[src/rtl/mul_pkg.sv]
// Shared definitions for the radix-4 Booth sequential multiplier.
// FSM state encoding, Booth selector one-hot codes, default operand width
// and the triplet decode helper.
package mul_pkg;

    localparam int MUL_WIDTH = 32;

    typedef enum logic [1:0] {
        IDLE = 2'd0,
        BUSY = 2'd1,
        DONE = 2'd2
    } state_e;

    typedef logic [4:0] booth_sel_t;

    localparam booth_sel_t ZERO = 5'b00001;
    localparam booth_sel_t POS1 = 5'b00010;
    localparam booth_sel_t NEG1 = 5'b00100;
    localparam booth_sel_t POS2 = 5'b01000;
    localparam booth_sel_t NEG2 = 5'b10000;

    // Map a Booth triplet {y[i+1], y[i], y[i-1]} to a one-hot select.
    function automatic booth_sel_t booth_decode(input logic [2:0] y);
        booth_sel_t sel;
        case (y)
            3'b001, 3'b010: sel = POS1;
            3'b011:         sel = POS2;
            3'b100:         sel = NEG2;
            3'b101, 3'b110: sel = NEG1;
            default:        sel = ZERO;
        endcase
        return sel;
    endfunction

endpackage

[src/rtl/booth_r4_seq_mul_if.sv]
// Operand / product handshake bundle for booth_r4_seq_mul.
// master = issuing/writeback side, slave = the multiplier.
interface booth_r4_seq_mul_if #(
    parameter int WIDTH = mul_pkg::MUL_WIDTH
);
    logic                 in_valid;
    logic                 in_ready;
    logic [WIDTH-1:0]     in_a;
    logic [WIDTH-1:0]     in_b;
    logic                 cancel;
    logic                 out_valid;
    logic                 out_ready;
    logic [2*WIDTH-1:0]   out_p;

    modport master (
        output in_valid, in_a, in_b, cancel, out_ready,
        input  in_ready, out_valid, out_p
    );

    modport slave (
        input  in_valid, in_a, in_b, cancel, out_ready,
        output in_ready, out_valid, out_p
    );
endinterface

[src/rtl/booth_r4_sel.sv]
// Radix-4 Booth partial-product selector.
// Produces a 2*WIDTH partial product and a +1 carry; negative selections
// return the one's complement so the +1 is folded into the accumulator add.
module booth_r4_sel
    import mul_pkg::*;
#(
    parameter int WIDTH = MUL_WIDTH
) (
    input  logic [2:0]         trip_i,
    input  logic [2*WIDTH-1:0] mcand_i,
    output logic [2*WIDTH-1:0] pp_o,
    output logic               carry_o
);

    booth_sel_t sel;

    assign sel = booth_decode(trip_i);

    // Select multiple of the multiplicand for this triplet.
    always_comb begin
        pp_o    = '0;
        carry_o = 1'b0;
        case (sel)
            POS1: pp_o = mcand_i;
            POS2: pp_o = {mcand_i[2*WIDTH-2:0], 1'b0};
            NEG1: begin
                pp_o    = ~mcand_i;
                carry_o = 1'b1;
            end
            NEG2: begin
                pp_o    = ~{mcand_i[2*WIDTH-2:0], 1'b0};
                carry_o = 1'b1;
            end
            default: begin
                pp_o    = '0;
                carry_o = 1'b0;
            end
        endcase
    end

endmodule

[src/rtl/booth_r4_seq_mul.sv]
// Iterative signed radix-4 Booth multiplier, one Booth digit per cycle.
// Optional macro BOOTH_EARLY_TERM_EN: finish as soon as the remaining
// multiplier bits are all equal (every later digit would be zero).
//
// state | meaning
// IDLE  | ready for operands
// BUSY  | accumulating one Booth partial product per cycle
// DONE  | product held on out_p until accepted or cancelled
module booth_r4_seq_mul
    import mul_pkg::*;
#(
    parameter int WIDTH = MUL_WIDTH
) (
    input logic                clk,
    input logic                rst,
    booth_r4_seq_mul_if.slave  bus
);

    localparam int ITER  = WIDTH / 2;
    localparam int PW    = 2 * WIDTH;
    localparam int CNT_W = $clog2(ITER);
    localparam logic [CNT_W-1:0] CNT_LAST = CNT_W'(ITER - 1);

    state_e           state_q, state_d;
    logic [PW-1:0]    acc_q, acc_d;
    logic [PW-1:0]    mcand_q, mcand_d;
    logic [WIDTH:0]   mplr_q, mplr_d;
    logic [CNT_W-1:0] cnt_q, cnt_d;

    logic [PW-1:0]    pp;
    logic             pp_carry;
    logic [WIDTH:0]   mplr_shr;
    logic             last_iter;

    booth_r4_sel #(.WIDTH(WIDTH)) u_sel (
        .trip_i  (mplr_q[2:0]),
        .mcand_i (mcand_q),
        .pp_o    (pp),
        .carry_o (pp_carry)
    );

    assign mplr_shr = {{2{mplr_q[WIDTH]}}, mplr_q[WIDTH:2]};

`ifdef BOOTH_EARLY_TERM_EN
    // Once the shifted multiplier is all 0s or all 1s, no further digit contributes.
    assign last_iter = (cnt_q == CNT_LAST) || (&mplr_shr) || ~(|mplr_shr);
`else
    assign last_iter = (cnt_q == CNT_LAST);
`endif

    // State and datapath registers.
    always_ff @(posedge clk or posedge rst) begin
        if (rst) begin
            state_q <= IDLE;
            acc_q   <= '0;
            mcand_q <= '0;
            mplr_q  <= '0;
            cnt_q   <= '0;
        end else begin
            state_q <= state_d;
            acc_q   <= acc_d;
            mcand_q <= mcand_d;
            mplr_q  <= mplr_d;
            cnt_q   <= cnt_d;
        end
    end

    // Next-state, datapath update and handshake outputs.
    always_comb begin
        state_d       = state_q;
        acc_d         = acc_q;
        mcand_d       = mcand_q;
        mplr_d        = mplr_q;
        cnt_d         = cnt_q;
        bus.in_ready  = 1'b0;
        bus.out_valid = 1'b0;
        bus.out_p     = '0;

        case (state_q)
            IDLE: begin
                bus.in_ready = 1'b1;
                if (bus.in_valid) begin
                    mcand_d = {{WIDTH{bus.in_a[WIDTH-1]}}, bus.in_a};
                    mplr_d  = {bus.in_b, 1'b0};
                    acc_d   = '0;
                    cnt_d   = '0;
                    state_d = BUSY;
                end
            end
            BUSY: begin
                acc_d   = acc_q + pp + {{(PW-1){1'b0}}, pp_carry};
                mcand_d = {mcand_q[PW-3:0], 2'b00};
                mplr_d  = mplr_shr;
                cnt_d   = cnt_q + 1'b1;
                if (bus.cancel) begin
                    state_d = IDLE;
                end else if (last_iter) begin
                    state_d = DONE;
                end
            end
            DONE: begin
                bus.out_p = acc_q;
                // A cancel in this cycle must not be seen as a delivered product.
                bus.out_valid = ~bus.cancel;
                if (bus.cancel || bus.out_ready) begin
                    state_d = IDLE;
                end
            end
            default: state_d = IDLE;
        endcase
    end

endmodule
[src/flat_wrapper.sv]
// flat-port wrapper written by rule: the top's interface ports become plain ports
module booth_r4_seq_mul_flat import mul_pkg::*;
#(
    parameter int WIDTH = MUL_WIDTH
)
  (clk, rst, bus_in_valid, bus_in_a, bus_in_b, bus_cancel, bus_out_ready, bus_in_ready, bus_out_valid, bus_out_p);
  booth_r4_seq_mul_if #(.WIDTH(WIDTH)) bus_i ();
  input logic clk;
  input logic rst;
  input wire logic [$bits(bus_i.in_valid)-1:0] bus_in_valid;
  input wire logic [$bits(bus_i.in_a)-1:0] bus_in_a;
  input wire logic [$bits(bus_i.in_b)-1:0] bus_in_b;
  input wire logic [$bits(bus_i.cancel)-1:0] bus_cancel;
  input wire logic [$bits(bus_i.out_ready)-1:0] bus_out_ready;
  output wire logic [$bits(bus_i.in_ready)-1:0] bus_in_ready;
  output wire logic [$bits(bus_i.out_valid)-1:0] bus_out_valid;
  output wire logic [$bits(bus_i.out_p)-1:0] bus_out_p;
  assign bus_i.in_valid = bus_in_valid;
  assign bus_i.in_a = bus_in_a;
  assign bus_i.in_b = bus_in_b;
  assign bus_i.cancel = bus_cancel;
  assign bus_i.out_ready = bus_out_ready;
  assign bus_in_ready = bus_i.in_ready;
  assign bus_out_valid = bus_i.out_valid;
  assign bus_out_p = bus_i.out_p;
  booth_r4_seq_mul #(.WIDTH(WIDTH)) u_core (.clk(clk), .rst(rst), .bus(bus_i));
endmodule
[config.mk]
export PLATFORM = sky130hd
export DESIGN_NAME = booth_r4_seq_mul_flat
export DESIGN_NICKNAME = d
export VERILOG_FILES = /design/src/rtl/mul_pkg.sv /design/src/rtl/booth_r4_seq_mul_if.sv /design/src/rtl/booth_r4_sel.sv /design/src/rtl/booth_r4_seq_mul.sv /design/src/flat_wrapper.sv
export SDC_FILE = /design/constraint.sdc
export NUM_CORES = 1
export LEC_CHECK = 0
export BUFFER_PORTS_ARGS = -buffer_cell sky130_fd_sc_hd__buf_4
export CORE_MARGIN = 2
export CORE_UTILIZATION = 40
export DETAILED_ROUTE_END_ITERATION = 12
export GPL_ROUTABILITY_DRIVEN = 0
export PLACE_DENSITY_LB_ADDON = 0.25
export SYNTH_ARGS = -nofsm -noshare
export SYNTH_HDL_FRONTEND = slang
export SYNTH_SLANG_ARGS = --single-unit
[constraint.sdc]
create_clock -name clk -period 6.1 [get_ports clk]
set_input_delay 1.83 -clock clk [delete_from_list [all_inputs] [get_ports clk]]
set_output_delay 1.83 -clock clk [all_outputs]
set_load 0.01 [all_outputs]
# Word level (Yosys, flattened, before mapping)
# Cells that the tools add are included.
# Widths: inputs -> output; s select.
[classes]
reduce_logical = 9
n_eq_ne = 16
bitwise = 4
mux = 19
add_sub_neg = 3
[op_table]
columns = ["op", "n"]
rows = [
  ["$pmux 64 s2", 2],
  ["$pmux 64 s4", 1],
  ["$mux 64", 3],
  ["$not 64->64", 2],
  ["$pmux 33 s2", 1],
  ["$add 64x1->64", 1],
  ["$add 64x64->64", 1],
  ["$mux 33", 1],
  ["$pmux 5 s4", 1],
  ["$eq 3x3->1 const B", 3],
  ["$mux 2", 4],
  ["$pmux 4 s2", 1],
  ["$eq 3x2->1 const B", 2],
  ["$pmux 2 s3", 1],
  ["$reduce_and 3->1", 2],
  ["$reduce_or 2->1", 3],
  ["$eq 5x2->1 const B", 1],
  ["$eq 5x3->1 const B", 1],
  ["$eq 5x4->1 const B", 1],
  ["$eq 5x5->1 const B", 1],
  ["$add 4x1->4 const B", 1],
  ["$eq 4x4->1 const B", 1],
  ["$mux 4", 1],
  ["$eq 3x1->1 const B", 1],
  ["other kinds (11)", 14],
]
[word_totals]
inputBits = 69
out_inout_bits = 66
word_cells = 57
ff_bits = 167

# Longest topological paths before layout
# Gate-level depths: netlist (run 1).
[depth]
ltp_word = 8
depth_mapped = 16
depth_no_buf = 16

# By module
# A second synthesis (run 1) with hierarchy kept.
[unflattened]
hier_cells = 1474
area_unflattened_um2 = 13050.0
[modules_own_cells]
columns = ["module", "cells_per_inst", "instances", "seq_area_each_um2", "area_per_inst_um2"]
rows = [
  ["booth_r4_seq_mul", 1162, 1, 4179.0, 10568.9],
  ["booth_r4_sel", 312, 1, 0.0, 2481.1],
]

# Worst setup path after synthesis (run 1)
# No wires, ideal clock.
[synth_timing]
path_type = "register to register"
start = "register u_core.mplr_q[2]"
end = "register u_core.acc_q[59]"
slack_ps = 2178
arrival_time_ps = 3796
required_time_ps = 5974
path_stages_with_launch = 16
setup_time_ps = 126
path_cell_list = "dfrtp_1 -> clkbuf_1 -> clkbuf_1 -> clkbuf_1 -> xnor2_1 -> o221ai_1 -> ha_1 -> buf_2 -> and3_1 -> and2_1 -> a221o_1 -> a2111oi_2 -> a21oi_2 -> a21boi_4 -> o21ai_1 -> a221o_1"
[synth_via]
elab_chain_len = 8
elab_cells_between_ends = 19
classes_between = "2 x add/sub; 10 x eq/ne; 4 x mux; 3 x reduce/logical"
[synth_rtl]
columns = ["element", "line", "source"]
rows = [
  ["from (decl)", "booth_r4_seq_mul.sv:27", "logic [WIDTH:0] mplr_q, mplr_d;"],
  ["from (signal assigned)", "booth_r4_seq_mul.sv:63", "mplr_q <= mplr_d;"],
  ["$eq 3x3->1, or another cell as far along", "mul_pkg.sv:25", "case (y)"],
  ["$reduce_or 2->1", "mul_pkg.sv:25", ""],
  ["$pmux 5 s4 (*)", "mul_pkg.sv:25", ""],
  ["$eq 5x5->1, or another cell as far along", "booth_r4_sel.sv:23", "case (sel)"],
  ["$pmux 64 s4 or $reduce_or 2->1 (tied branches)", "n/a", ""],
  ["$add 64x64->64 or $mux 1 (tied branches)", "booth_r4_seq_mul.sv:91, booth_r4_sel.sv:23", ""],
  ["$add 64x1->64 (*)", "booth_r4_seq_mul.sv:91", "acc_d = acc_q + pp + {{(PW-1){1'b0}}, pp_carry};"],
  ["$pmux 64 s2 (*)", "booth_r4_seq_mul.sv:79", "case (state_q)"],
  ["to (signal assigned)", "booth_r4_seq_mul.sv:55", "acc_q <= '0;"],
  ["to (signal assigned)", "booth_r4_seq_mul.sv:61", "acc_q <= acc_d;"],
  ["to (decl)", "booth_r4_seq_mul.sv:25", "logic [PW-1:0] acc_q, acc_d;"],
]
# Mark *: on every way between the ends. The rest lies on a longest branch, timed or not.
# A chain may end at the register's enable or synchronous reset.

# Worst setup path after layout (run 1)
[layout_timing]
start = "register u_core.mplr_q[1]"
end = "register u_core.acc_q[61]"
# The elaborated chain is that of the path after synthesis.

==> results of run 1 <==
per-stage QoR:
step                      util, %  hold slack [ns]  area, µm²  worst slack, ns  total power [µW]
after detailed placement     44.6            0.475      13800             1.48              6200
after floorplan                 -            0.450      12600             2.14              5250
final                        46.7            0.497      14400             1.41              7450
after global placement       44.6            0.463      13800             1.64              6130
after CTS                    46.7            0.493      14400             1.45              7440
after global routing         46.7            0.527      14400             1.18              8050
how the worst max path moves through the flow:
stage,from,end,slack (ns),depth (start not counted)
2_1_floorplan,rst,u_core.acc_q[0],2.14,1
3_3_place_gp,u_core.mplr_q[0],u_core.acc_q[61],1.64,14
3_5_place_dp,u_core.mplr_q[0],u_core.acc_q[61],1.48,14
4_1_cts,u_core.mplr_q[1],u_core.acc_q[61],1.45,14
5_1_grt,u_core.mplr_q[1],u_core.acc_q[61],1.18,14
6_report,u_core.mplr_q[1],u_core.acc_q[61],1.41,14
layout make-up:
cell class                      count  area [µm²]  share of cell area (%)
Clock buffer                       20         467                    3.24
Clock inverter                     11         173                    1.20
Multi-Input combinational cell   1231        7840                    54.4
Timing Repair Buffer              149        1140                    7.94
Tap cell                          396         495                    3.44
Inverter                           26         101                   0.704
Sequential cell                   167        4180                    29.0
registers in the layout, summed over array words and instances, names as in the netlist:
signal          count
u_core.acc_q       64
u_core.mcand_q     64
u_core.mplr_q      33
u_core.cnt_q        4
u_core.state_q      2
power by group:
part	switching, µW	internal (µW)
combinational	2630	1760
clock	481	717
sequential	394	1460
total	3500	3940
Yosys cell counts, types with 5 or more instances:
cell / n / share of area [%]
ha_1: 63 / 6.3
o21ai_0: 84 / 3.3
and2_1: 69 / 3.4
nor2_1: 108 / 3.2
dfrtp_1: 167 / 33
a221o_1: 36 / 2.9
a31oi_1: 72 / 3.6
nor3_1: 10 / 0.40
a22o_1: 8 / 0.56
a21oi_1: 81 / 3.2
o221ai_1: 62 / 4.3
a21boi_0: 5 / 0.30
buf_4: 11 / 0.66
nand4_1: 27 / 1.3
nand3_1: 16 / 0.64
xor2_1: 23 / 1.6
o21ai_1: 15 / 0.60
buf_2: 10 / 0.40
and3_1: 8 / 0.40
a21o_1: 27 / 1.6
o21bai_1: 18 / 1.1
nor2b_1: 5 / 0.25
buf_1: 7 / 0.21
xnor2_1: 93 / 6.5
o211ai_1: 5 / 0.30
clkbuf_1: 88 / 2.6
inv_1: 26 / 0.78
nand2b_1: 10 / 0.50
nand2_1: 296 / 8.8
cell families (layout without fill, tap and decap cells):
family / after synthesis / after routing / synth area share, %
adder cells (fa/ha/maj): 65 / 65 / 6.58
AND/OR/NAND/NOR: 570 / 570 / 20.3
AO/OA/AOI/OAI: 477 / 477 / 26.7
XOR/XNOR: 116 / 116 / 8.07
multiplexers: 3 / 3 / 0.248
buffers and inverters: 145 / 206 / 4.94
flip-flops: 167 / 167 / 33.2
per-layer routing:
layer,GRT usage (%),routed length (µm),vias up
met1,29.8,16800,5594
met2,35.4,16700,321
met3,3.69,1730,45
met5,0,0,-
met4,6.02,558,0
li1,-,-,5656
critical path, stage by stage, from the launching register on:
cell and delay (ns):
dfrtp_1 0.45, nor2_1 0.18, nand2_2 0.54, buf_4 0.45, o221ai_1 0.22, ha_1 0.37
a21oi_1 0.31, nand2_1 0.11, a221oi_1 0.54, o21ai_0 0.23, a211oi_2 0.33, a41oi_2 0.22
a31oi_1 0.33, xor2_1 0.19, o21ai_1 0.07
==> flow_summary.toml, run 1 <==
[timing]
timing_hold_violations_final = 0
min_period_over_period_pct = 76.9
finClkSkew_ns = 0.0166
grt_setup_unrepaired = "false"
setup_violations = 0
slew_violations = 0
tightest_slew_ns = 1.14
slew_headroom_pct = 24.2
setup_tns_ns = 0
max_clock_freq_mhz = 213
min_period_ns = 4.69

[floorplanning]
fp.dieH_um = 181
die_x_um = 181
start_util_pct = 40.8
boundaryPins = 135
fp-row-count = 64
core_area_um2 = 30800
die_area_um2 = 32900

[layout]
final_common_cell = "nand2_1"
drive_above_1_share_pct = 13.9
nFillCells = 3011
final_cells = 2000
area_growth_pct = 14.4
final_nets = 1726
diodes = 0
final_cell_mix = "nand2_1, dfrtp_1, buf_4, nor2_1, xnor2_1"

[routing]
drt_first_pass_iters = 5
wl_per_cell_um = 17.9
totalWireLength_um = 35700
vias = 11616
drc_errors = 0
final_antenna_net_count = 0
drt_iter0_drc = 919
viasPerCell = 5.81

[power_and_ir_drop]
power.density_nw_per_um2 = 517
power_leakage_uw = 0.00621
peakVddDrop_uv = 287

[yosys]
synth_area_um2 = 12600
synthArstFlopShare_pct = 100
ys_warn_count = 0
synth_edf_count = 0
synthCells = 1543
seq_area_frac_synth_pct = 33.2
syn_avg_cell_area_um2 = 8.16
synthFlopType = "dfrtp_1"
ys_types = 81
synth_seq_cells = 167
syn_nets = 1677

[worst_setup_path]
r2r_end = "u_core.acc_q[61]"
required_ns = 6.41
crit_fanout = 43
critPathKind = "reg -> reg"
end_kind = "flop"
cp-start-kind = "flop"
critPathArrivalTime_ns = 5.00
worstReg2RegStart = "u_core.mplr_q[1]"
reg2reg_depth = 14
rrSetupSlack_ns = 1.41

[clock_tree]
post_cts_resized = 0
root_buffer = "clkbuf_16"
clkSinkCount = 167
cts_buffers = 17
ctsHoldBuffers = 0
clockBufferDepth = 2
clk-insertion-delay-late_ns = 0.45
postCtsSetupBuffers = 0
clk_pin_slew_ns = 0.07
ctsHtreeMaxLevel = 4
cts_tree = "built"

[hold_path]
hold_depth = 2
hold_class = "reg -> reg"
min_to = "u_core.mplr_q[30]"
hp-start = "u_core.mplr_q[30]"

[global_route]
track_usage_pct = 21.7
grt_antenna_before_repair = 0
grt_pass1_vias = 11110
overflow = 0
grt_max_degree = 112
grt_pass1_wl_um = 58600

[placement]
dp.cells = 1969
numPortBuffers = 134
dp_hpwl_um = 25000

[outcome]
outcome = "complete, no violations"

[job]
maxCapViolations = 0
(Power assumes the default switching activity.)
==> inputs of run 2 (changes only) <==
==> constraint.sdc (replaced) <==
create_clock -name clk -period 3.8 [get_ports clk]
set_input_delay 1.14 -clock clk [delete_from_list [all_inputs] [get_ports clk]]
set_output_delay 1.14 -clock clk [all_outputs]
set_load 0.01 [all_outputs]
==> flow_summary.toml, run 2 (synthesis results as in run 1) <==
[placement]
placed_cell_area_um2 = 14300
numPortBuffers = 134
dp_hpwl_um = 26800

[outcome]
outcome = "complete, no violations"

[worst_setup_path]
r2r_end = "u_core.acc_q[54]"
reg2reg_depth = 14
cp-start-kind = "flop"
rrSetupSlack_ns = 0.12
worstReg2RegStart = "u_core.mplr_q[0]"
end_kind = "flop"
crit_fanout = 12
required_ns = 4.09
critPathArrivalTime_ns = 3.98
critPathKind = "reg -> reg"

[clock_tree]
clockBufferDepth = 2
clk-insertion-delay-late_ns = 0.44
cts_buffers = 17
cts_tree = "built"
clk_pin_slew_ns = 0.08
ctsHtreeMaxLevel = 4
root_buffer = "clkbuf_16"
clkSinkCount = 167

[timing]
slew_headroom_pct = 36.9
setup_violations = 0
min_period_ns = 3.68
grt_setup_unrepaired = "true"
max_clock_freq_mhz = 272
tightest_slew_ns = 0.947
finClkSkew_ns = 0.0158
setup_tns_ns = 0
timing_hold_violations_final = 0
slew_violations = 0
min_period_over_period_pct = 96.9

[layout]
diodes = 0
final_nets = 1787
drive_above_1_share_pct = 18.1
final_cell_mix = "nand2_1, buf_4, dfrtp_1, nor2_1, xnor2_1"
area_growth_pct = 19.8
fin_util_pct = 48.9
postLayoutCellArea_um2 = 15100
largest_registers = "u_core.acc_q x64, u_core.mcand_q x64, u_core.mplr_q x33"
final_common_cell = "nand2_1"

[routing]
wl_met1_um = 17600
wl_per_cell_um = 18.0
drt_first_pass_iters = 7
topRoutingLayerUsed = "met4"
final_antenna_net_count = 0
dr_wl_met3_um = 1850
totalWireLength_um = 37100
drt_iter0_drc = 1031
dr_wl_met2_um = 17000
viasPerCell = 5.84
drc_errors = 0
vias = 12045

[global_route]
grt_max_degree = 70
overflow = 0
track_usage_pct = 22.4
grt_antenna_before_repair = 0
grt_pass1_wl_um = 60600
grt_pass1_vias = 11574

[floorplanning]
boundaryPins = 135
core_area_um2 = 30800
die_x_um = 181
fp.dieH_um = 181
die_area_um2 = 32900
fp-row-count = 64
start_util_pct = 40.8

[job]
maxCapViolations = 0

[power_and_ir_drop]
power.density_nw_per_um2 = 837
power_uw = 12600
power_leakage_uw = 0.00656
peakVddDrop_uv = 416

[hold_path]
hp-start = "u_core.mplr_q[30]"
min_to = "u_core.mplr_q[30]"
hold_depth = 2
hold_class = "reg -> reg"
==> run 2: final cells by class <==
cell class	count	area, µm²
fillers	2983	15700
multi-input cells	1231	7940
flip-flops and latches	167	4190
repair buffers	210	1760
well taps	396	495
clock buffers	17	425
clock inverters	15	183
inverters	26	101
==> run 2: how the worst max path moves through the flow <==
stage	end	start	slack, ns	depth (start not counted)
after floorplan	u_core.acc_q[63]	u_core.mplr_q[2]	0.03	15
after global placement	u_core.acc_q[57]	u_core.mplr_q[0]	0.06	15
after detailed placement	u_core.acc_q[57]	u_core.mplr_q[0]	0.04	15
after CTS	u_core.acc_q[57]	u_core.mplr_q[0]	0.03	15
after global routing	u_core.acc_q[50]	u_core.mplr_q[0]	-0.05	14
final	u_core.acc_q[54]	u_core.mplr_q[0]	0.12	14
==> run 2: layer usage <==
metal  vias to the layer above  global-route usage [%]
met5                         -                       0
met3                        43                    3.81
met4                         0                    5.43
met1                      5847                    31.1
li1                       5797                       -
met2                       358                    36.6
==> run 2: timing repair <==
| item | 4_1_cts | 5_1_grt |
|---|---|---|
| hold buffers | 0 | 0 |
| setup endpoints to repair | 0 | 26 |
| buffers inserted | 0 | 6 |
| gates resized for setup | 0 | 29 |
==> run 2: critical path: stages (launching register included) <==
cell	delay, ns
dfrtp_2	0.44
xnor2_2	0.30
buf_6	0.21
buf_12	0.13
o221ai_1	0.11
ha_1	0.40
nand4_1	0.13
or3_1	0.36
or4_4	0.52
a21oi_2	0.18
o21ai_2	0.13
a31oi_2	0.24
a21oi_1	0.13
xor2_1	0.17
o21ai_1	0.08
==> run 2: through the flow <==
stage / worst slack [ns] / cells / hold slack [ns]
final: 0.117 / 2062 / 0.488
after global routing: -0.0492 / 2062 / 0.527
after CTS: 0.0269 / 2055 / 0.492
after floorplan: 0.0324 / 1543 / 0.450
after detailed placement: 0.0354 / 2023 / 0.476
after global placement: 0.0642 / 2023 / 0.465
==> run 2: power by group <==
part	leakage, µW	switching [µW]	internal, µW
logic	0.00423	4470	3360
clock network	0.000293	869	950
registers	0.00205	635	2350
total	0.00656	5970	6660
==> inputs of run 3 (changes only) <==
--- a/config.mk
+++ b/config.mk
@@ -13,4 +13,5 @@
 export PLACE_DENSITY_LB_ADDON = 0.25
 export SYNTH_ARGS = -nofsm -noshare
 export SYNTH_HDL_FRONTEND = slang
+export SYNTH_HIERARCHICAL = 1
 export SYNTH_SLANG_ARGS = --single-unit
==> flow_summary.toml, run 3 <==
[timing]
worst_slack_ns = -0.462
setup_tns_ns = -6.37
hold_slack_ns = 0.480
max_clock_freq_mhz = 235
timing_hold_violations_final = 0
setup_violations = 30
min_period_ns = 4.26
slew_headroom_pct = 34.3
finClkSkew_ns = 0.0112
tightest_slew_ns = 0.985
min_period_over_period_pct = 112
slew_violations = 0
grt_setup_unrepaired = "true"

[routing]
wl_per_cell_um = 17.4
drt_iter0_drc = 776
drt_first_pass_iters = 5
vias = 12460
final_antenna_net_count = 0
drc_errors = 0
viasPerCell = 5.53
totalWireLength_um = 39100

[power_and_ir_drop]
peakVddDrop_uv = 321
power.density_nw_per_um2 = 809
power_uw = 14400
power_leakage_uw = 0.00784

[job]
maxCapViolations = 0

[clock_tree]
clk_pin_slew_ns = 0.08
clk-insertion-delay-late_ns = 0.45
clkSinkCount = 167
ctsHtreeMaxLevel = 4
clockBufferDepth = 2
root_buffer = "clkbuf_16"
cts_tree = "built"
ctsHoldBuffers = 0
cts_buffers = 17

[layout]
largest_registers = "u_core/acc_q x64, u_core/mcand_q x64, u_core/mplr_q x33"
drive_above_1_share_pct = 31.4
final_cells = 2253
final_nets = 1932
area_growth_pct = 36.0
diodes = 0
final_cell_mix = "buf_4, nand2_1, dfrtp_1, o21ai_0, xnor2_1"
final_common_cell = "buf_4"

[outcome]
outcome = "complete, but fails checks"
violations = "negative setup slack"

[worst_setup_path]
rrSetupSlack_ns = -0.46
crit_buf_inv = 5
crit_fanout = 7
worstReg2RegStart = "u_core/mplr_q[1]"
slowest_delay_ns = 0.51
reg2reg_depth = 19
worst_path_most_repeated_cell = "buf_4"
required_ns = 4.09
critPathKind = "reg -> reg"
path_cells = "buf_4, buf_4, xnor2_4, buf_12, buf_8, o211ai_1, ha_1, a21o_1, a221o_1, nand3_2, buf_4, a211oi_4, o211ai_2, nand3_2, a221oi_4, o211ai_1, a221oi_2, xor2_1, o21ai_1"
cp_top_family = "compound AO/OA/AOI/OAI gates"
cp-start-kind = "flop"
critical_path_depth = 19
critPathArrivalTime_ns = 4.55
r2r_end = "u_core/acc_q[56]"
cp-endpoint = "u_core/acc_q[56]"
slowest_stage = "dfrtp_4"
end_kind = "flop"
cp-startpoint = "u_core/mplr_q[1]"

[yosys]
ys_types = 64
synth_seq_cells = 167
seq_area_frac_synth_pct = 32.0
synth.top_cell.area_share_pct = 32.0
yosysTopAreaCell = "dfrtp_1"
synthArstFlopShare_pct = 100
synth_edf_count = 0
ys_top_cells_by_area = "dfrtp_1, xnor2_1, ha_1, o21ai_0, nand2_1"
syn_nets = 1608
synthCells = 1474
ys_warn_count = 6
synth_commonest_cells = "nand2_1, dfrtp_1, o21ai_0"
synth_most_common_cell = "nand2_1"
synthFlopType = "dfrtp_1"
synth_area_um2 = 13100
syn_avg_cell_area_um2 = 8.85

[hold_path]
hold_class = "reg -> reg"

[placement]
numPortBuffers = 134
dp_hpwl_um = 27300
dp.cells = 2161

[floorplanning]
fp-row-count = 66
boundaryPins = 135
start_util_pct = 40.3
die_area_um2 = 34100
fp.dieH_um = 185
core_area_um2 = 32400
die_x_um = 185

[global_route]
grt_pass1_wl_um = 62900
grt_pass1_vias = 11923
grt_antenna_before_repair = 0
grt_max_degree = 127
overflow = 0
track_usage_pct = 23.0
-- run 3: cell count changes in the layout (fill, tap and decap cells not counted), moves of 15 or more --
cell      change
o221ai_1     -62
a21oi_1      -23
o211ai_1     +61
buf_4       +201
o21ai_0      +44
or4b_1       +61
a31oi_1      -67
mux2i_1      +57
nand4b_1     +63
nor2_1       -75
a21oi_2      +16
buf_6        +15
nand2_1     -127
-- run 3: repair_timing --
item,4_1_cts,5_1_grt
buffers inserted,25,33
cloned,2,1
pin swaps,57,78
resized for setup,61,77
endpoints found under the setup margin,29,40
-- run 3: worst min path at each step --
stage | startpoint | slack, ns | endpoint | cells after the start
finish | u_core/mplr_q[14] | 0.48 | u_core/mplr_q[14] | 2
global route | u_core/mplr_q[19] | 0.51 | u_core/mplr_q[19] | 2
CTS | u_core/mplr_q[14] | 0.49 | u_core/mplr_q[14] | 2
detailed placement | u_core/mplr_q[14] | 0.47 | u_core/mplr_q[14] | 2
global placement | u_core/mplr_q[5] | 0.46 | u_core/mplr_q[5] | 2
floorplan | u_core/mplr_q[10] | 0.45 | u_core/mplr_q[10] | 2
-- run 3: logic make-up after synthesis --
kind of cell / synth area share, %
AO/OA/AOI/OAI: 22.4
XOR/XNOR: 8.39
adder cells (fa/ha/maj): 6.35
buffers and inverters: 4.37
flip-flops: 32.0
multiplexers: 4.70
AND/OR/NAND/NOR: 21.7
-- run 3: worst min-delay path, delay by kind of cell (launching register included) --
kind	cells	cell delay, ns
simple gates	1	0.04
flops	1	0.35
compound gates	1	0.06
-- run 3: where the power goes --
group / leakage, µW / switching (µW) / internal, µW
logic: 0.00546 / 4780 / 4880
registers: 0.00209 / 558 / 2330
clock network: 0.000287 / 852 / 953
total: 0.00784 / 6190 / 8170
-- run 3: layout make-up --
| cell class | instances | area [µm²] |
|---|---|---|
| clock buffer | 18 | 439 |
| clock inverter | 14 | 156 |
| fill | 2932 | 14600 |
| inverter | 19 | 75.1 |
| multi-input combinational | 1163 | 8810 |
| sequential | 167 | 4190 |
| tap | 442 | 553 |
| timing repair buffer | 430 | 3520 |
-- run 3: layer usage --
layer / vias to the layer above / global-route usage (%) / wire length [µm]
li1: 6113 / - / -
met1: 5979 / 31.8 / 18000
met2: 323 / 37.0 / 18500
met3: 45 / 4.07 / 1910
met4: 0 / 6.60 / 744
met5: - / 0 / 0
-- run 3: stage by stage --
| stage | worst slack (ns) | instance area, µm² | util (%) |
|---|---|---|---|
| final | -0.462 | 17700 | 54.8 |
| after global routing | -0.611 | 17700 | 54.8 |
| after CTS | -0.406 | 17200 | 53.2 |
| after detailed placement | -0.492 | 16100 | 49.7 |
| after global placement | -0.405 | 16100 | 49.7 |
| after floorplan | -0.0583 | 13100 | - |
